$ cat src/rtl/hazard_ctrl.sv
// Hazard controller for the 5-stage core: E-stage forwarding, load-use stall,
// branch flush, multi-cycle op sequencing with watchdog, and stall/flush counters.
module hazard_ctrl #(
  parameter int CNT_W       = 32,
  parameter int MDU_TIMEOUT = 64
) (
  input  logic             clk,
  input  logic             rst,
  input  logic [4:0]       Rs1D,
  input  logic [4:0]       Rs2D,
  input  logic [4:0]       Rs1E,
  input  logic [4:0]       Rs2E,
  input  logic [4:0]       RdE,
  input  logic [4:0]       RdM,
  input  logic [4:0]       RdW,
  input  logic             RegWriteM,
  input  logic             RegWriteW,
  input  logic [1:0]       ResultSrcE,
  input  logic             PCSrcE,
  input  logic             MduStartE,
  input  logic             MduDoneE,
  output logic [1:0]       ForwardAE,
  output logic [1:0]       ForwardBE,
  output logic             StallF,
  output logic             StallD,
  output logic             StallE,
  output logic             FlushD,
  output logic             FlushE,
  output logic             MduBusy,
  output logic             MduTimeout,
  output logic [CNT_W-1:0] StallCount,
  output logic [CNT_W-1:0] FlushCount
);

  localparam int BC_W = $clog2(MDU_TIMEOUT + 1);
  localparam logic [BC_W-1:0] BC_LIMIT = BC_W'(MDU_TIMEOUT);

  typedef enum logic {
    IDLE = 1'b0,
    BUSY = 1'b1
  } state_t;

  state_t           state_q, state_d;
  logic [BC_W-1:0]  busy_cnt_q, busy_cnt_d;
  logic             timeout_q, timeout_d;
  logic [CNT_W-1:0] stall_cnt_q, stall_cnt_d;
  logic [CNT_W-1:0] flush_cnt_q, flush_cnt_d;
  logic             lw_stall;
  logic             mdu_hold;

  // M stage wins over W; x0 never forwards.
  always_comb begin
    ForwardAE = 2'b00;
    if (RegWriteM && (RdM != 5'd0) && (RdM == Rs1E))      ForwardAE = 2'b10;
    else if (RegWriteW && (RdW != 5'd0) && (RdW == Rs1E)) ForwardAE = 2'b01;
  end

  always_comb begin
    ForwardBE = 2'b00;
    if (RegWriteM && (RdM != 5'd0) && (RdM == Rs2E))      ForwardBE = 2'b10;
    else if (RegWriteW && (RdW != 5'd0) && (RdW == Rs2E)) ForwardBE = 2'b01;
  end

  assign lw_stall = (ResultSrcE == 2'b01) && (RdE != 5'd0) &&
                    ((RdE == Rs1D) || (RdE == Rs2D));

  always_comb begin
    state_d    = state_q;
    busy_cnt_d = busy_cnt_q;
    timeout_d  = timeout_q;
    mdu_hold   = 1'b0;
    case (state_q)
      IDLE: begin
        busy_cnt_d = '0;
        if (MduStartE) begin
          state_d  = BUSY;
          mdu_hold = 1'b1;
        end
      end
      BUSY: begin
        if (MduDoneE) begin
          state_d    = IDLE;
          busy_cnt_d = '0;
        end else begin
          mdu_hold = 1'b1;
          // Counter parks at the limit; the flag is sticky so it cannot re-arm.
          if (busy_cnt_q != BC_LIMIT) busy_cnt_d = busy_cnt_q + BC_W'(1);
          if (busy_cnt_d == BC_LIMIT) timeout_d = 1'b1;
        end
      end
      default: state_d = IDLE;
    endcase
  end

  // The op in E is the MDU instruction while held, so branch resolution is masked.
  assign StallF = lw_stall || mdu_hold;
  assign StallD = lw_stall || mdu_hold;
  assign StallE = mdu_hold;
  assign FlushE = (lw_stall || PCSrcE) && !mdu_hold;
  assign FlushD = PCSrcE && !mdu_hold;

  always_comb begin
    stall_cnt_d = stall_cnt_q;
    flush_cnt_d = flush_cnt_q;
    if (StallF && (stall_cnt_q != '1)) stall_cnt_d = stall_cnt_q + CNT_W'(1);
    if ((FlushD || FlushE) && (flush_cnt_q != '1)) flush_cnt_d = flush_cnt_q + CNT_W'(1);
  end

  always_ff @(posedge clk or posedge rst) begin
    if (rst) begin
      state_q     <= IDLE;
      busy_cnt_q  <= '0;
      timeout_q   <= 1'b0;
      stall_cnt_q <= '0;
      flush_cnt_q <= '0;
    end else begin
      state_q     <= state_d;
      busy_cnt_q  <= busy_cnt_d;
      timeout_q   <= timeout_d;
      stall_cnt_q <= stall_cnt_d;
      flush_cnt_q <= flush_cnt_d;
    end
  end

  assign MduBusy    = (state_q == BUSY);
  assign MduTimeout = timeout_q;
  assign StallCount = stall_cnt_q;
  assign FlushCount = flush_cnt_q;

endmodule

$ cat config.mk
export PLATFORM = sky130hd
export DESIGN_NAME = hazard_ctrl
export DESIGN_NICKNAME = d
export VERILOG_FILES = /design/src/rtl/hazard_ctrl.sv
export SDC_FILE = /design/constraint.sdc
export NUM_CORES = 1
export LEC_CHECK = 0
export ABC_AREA = 1
export ABC_CLOCK_PERIOD_IN_PS = 6200
export BUFFER_PORTS_ARGS = -buffer_cell sky130_fd_sc_hd__buf_2
export CORE_MARGIN = 2
export CORE_UTILIZATION = 45
export CTS_CLUSTER_DIAMETER = 120
export DETAILED_ROUTE_END_ITERATION = 8
export GPL_ROUTABILITY_DRIVEN = 0
export PLACE_DENSITY = 0.69
export SLEW_MARGIN = 20
export SYNTH_ARGS = -nofsm -noshare
export SYNTH_HDL_FRONTEND = slang
export SYNTH_SLANG_ARGS = --single-unit
$ cat constraint.sdc
create_clock -name clk -period 6.2 [get_ports clk]
set_input_delay 0.62 -clock clk [delete_from_list [all_inputs] [get_ports clk]]
set_output_delay 0.62 -clock clk [all_outputs]
set_load 0.1 [all_outputs]
==> reports/results.txt <==
Status: finished, violations left
Failing checks: DRC
Power per cell area: 247.0 nW/um^2
Placed inst area: 6007 sq um
Startpoint class of the critical path: primary input
Number of synthesized flops with an enable pin: 0
Min Tclk post-route: 3.195 ns
Clock power share: 30.8%
Fillers: 1227
# Post-CTS Setup Buffers: 0
Worst-path clk slew: 0.05 ns
Final Hold Viols: 0
CP endpoint kind: primary output
CTS Buf Count: 9
Top Ports: 119
Vert. Die Dim: 113.0 um
Met3 usage: 5.303%
Core Area: 11520 sq um
Register area: 1827 sq um
Area fraction in compound gates after synthesis: 0.1872%
Largest net degree at the start of global routing: 74
Syn Area/Cell: 6.586 sq um
Adder-Cell Fraction of Synth Area: 0.9359%
Clock Path Buffers: 2
Final wirelength: 13.63 mm
Max_slew headroom: 36.29%
Starting Density: 46.44%
Leak: 3.345 nW
Slew Viols, Final: 0
Net Sw Frac: 42.61%
R2r endpoint: StallCount[17]$_DFFE_PP0P_
Vias per inst: 4.955
Post-synthesis cell count: 812
Int Pwr: 0.8881 mW
Port Buffer Count: 118
Yosys reg bits: 73
Met2 global-route usage: 36.81%
Post-synth design cell area: 5348 sq um
Max Cap Violations: 0
Vias: 5297
Pre-CTS setup slack: 3.022 ns
Antenna cells: 0
Share of cells above drive strength 1: 17.71%
Yosys cell types: 27
Sw Pwr: 0.6593 mW
Total clock sinks: 73
Post-synthesis xor/xnor area fraction: 9.663%
H-tree levels: 3
Mux contribution to synthesized area: 0%
PostCTS Resize Cnt: 0
Routed Antenna Nets: 0
Fraction of registers with async set/reset: 100.0%
Hold Path Class: reg -> reg
Period Utilization, post-route: 51.54%
Final setup viols: 0
Setup TNS: 0 ns
Gr ovfl total: 0
Area Overhead vs Synth: 17.15%
Die Wd: 113.0 um
WL/cell: 12.75 um
Worst hold stages: 2
Post-Layout Inst Area: 6265 sq um
Seq pwr share: 35.9%
Clk Latency, worst-skew pair: 0.34 ns
Yosys top cell area share: 34.16%
Detail Placement HPWL: 10.08 mm
Cell type with the largest total area after synthesis: dfrtp_1
Req. time, crit path: 5.58 ns
TritonCTS clock tree: built
Critical path peak fanout: 20
Total track usage: 22.20%
Combinational Power Share: 33.3%
PnR worst setup slack: 3.005 ns
Unrepaired setup endpoints after global routing: false
Largest family of logic cells by synthesized area: simple AND/OR/NAND/NOR gates
Gr busiest metal: met2
Multi-input gate area: 3133 sq um
Drt first pass iters: 7
Vias in the first global route: 4838
Iter 0 DRT Violations: 326
Total Nets Final: 973
Reg2Reg Depth: 9
Synth Area in Simple Gates: 47.68%
Reg2Reg Setup Slack: 3.44 ns
VDD IR max: 420.6 uV
Setup Skew: 0.007813 ns
Slew @ Worst Pin: 0.9556 ns
Root Buffer: clkbuf_16
Util after Layout: 54.40%
Full die area: 12770 sq um
Arrival time at the worst endpoint: 2.58 ns
Hold Buf Count CTS: 0
Ys Warns: 0
Post-Syn Nets: 860
# DRC: 4
Pwr Total: 1.547 mW
Hold Path Sink: MduTimeout$_DFFE_PP0P_
Worst r2r src: StallCount[0]$_DFFE_PP0P_
Std cell rows: 39
Top cells by count, synth: nand2_1, nor2_1, nand3_1
Ys flop type: dfrtp_1
Register area share after synthesis: 34.16%
First-pass GRT wire length: 23.01 mm
Max Freq: 313.0 MHz
Hold Crit Start: MduTimeout$_DFFE_PP0P_
Top-count cell post-synth: nand2_1
Met1 GRT Util: 29.48%
Initial antenna violation count: 0
Largest cells by area after synthesis: dfrtp_1, nand2_1, nand3_1
Critical path class: in -> out
worst max path at each step:
| stage | slack, ns | startpoint | end |
|---|---|---|---|
| floorplan | 0.18 | RdM[3] | ForwardBE[0] |
| global placement | 3.06 | RdE[4] | StallF |
| detailed placement | 3.02 | MduDoneE | StallF |
| CTS | 3.02 | MduDoneE | StallF |
| global route | 2.83 | MduDoneE | StallD |
| finish | 3.00 | MduDoneE | StallF |
power by group through the flow:
stage | clock [mW] | combinational [mW] | sequential (mW)
after global routing | 0.508 | 0.550 | 0.561
after global placement | 0 | 0.514 | 0.563
after CTS | 0.488 | 0.519 | 0.555
after floorplan | 0 | 0.209 | 0.781
after detailed placement | 0 | 0.517 | 0.563
final | 0.476 | 0.516 | 0.556
stage by stage:
step                instances  hold slack [ns]
global placement         1057           0.4543
finish                   1069           0.4749
CTS                      1069           0.4788
global route             1069           0.4922
floorplan                 812           0.5425
detailed placement       1057           0.4657
kinds of logic after synthesis:
logic type / Yosys count
compound gates: 2
xor+xnor: 59
fa+ha+maj: 4
buf+inv: 87
flops: 73
simple gates: 587
placed cells by master, fill, tap and decap left out, types with 3 or more instances in the layout:
cell type / n
nor3_1: 21
inv_1: 64
nand2_1: 328
nor3_2: 3
nor2_2: 3
nand3b_1: 19
xor2_1: 36
buf_2: 118
dfrtp_1: 73
nand3_1: 87
xnor2_1: 23
buf_4: 3
inv_2: 4
nand2_2: 13
clkbuf_16: 9
ha_1: 4
nand4_1: 7
nor2_1: 96
sequential cells by signal, summed over array words and instances (netlist names):
name        cells
MduBusy         1
busy_cnt_q      7
MduTimeout      1
StallCount     32
FlushCount     32
worst max-delay path, stage by stage:
cell,delay (ns)
buf_2,0.10
inv_1,0.04
nand2_1,0.14
o21ai_0,0.18
inv_1,0.12
nand2_1,0.54
buf_4,0.36
buf_2,0.47
cell type report:
| class | instances | share of cell area, % |
|---|---|---|
| multi-input cells | 652 | 50.01 |
| flip-flops and latches | 73 | 29.16 |
| repair buffers | 121 | 9.786 |
| inverters | 68 | 4.074 |
| clock buffers | 11 | 4.034 |
| well taps | 143 | 2.856 |
| clock inverters | 1 | 0.07989 |
layer usage:
metal / share of wire (%) / up-vias
met1: 46 / 2389
met2: 47 / 144
met5: 0 / -
met4: 1.0 / 0
met3: 5.7 / 11
li1: - / 2753
Power figures use the tool's default switching activity.
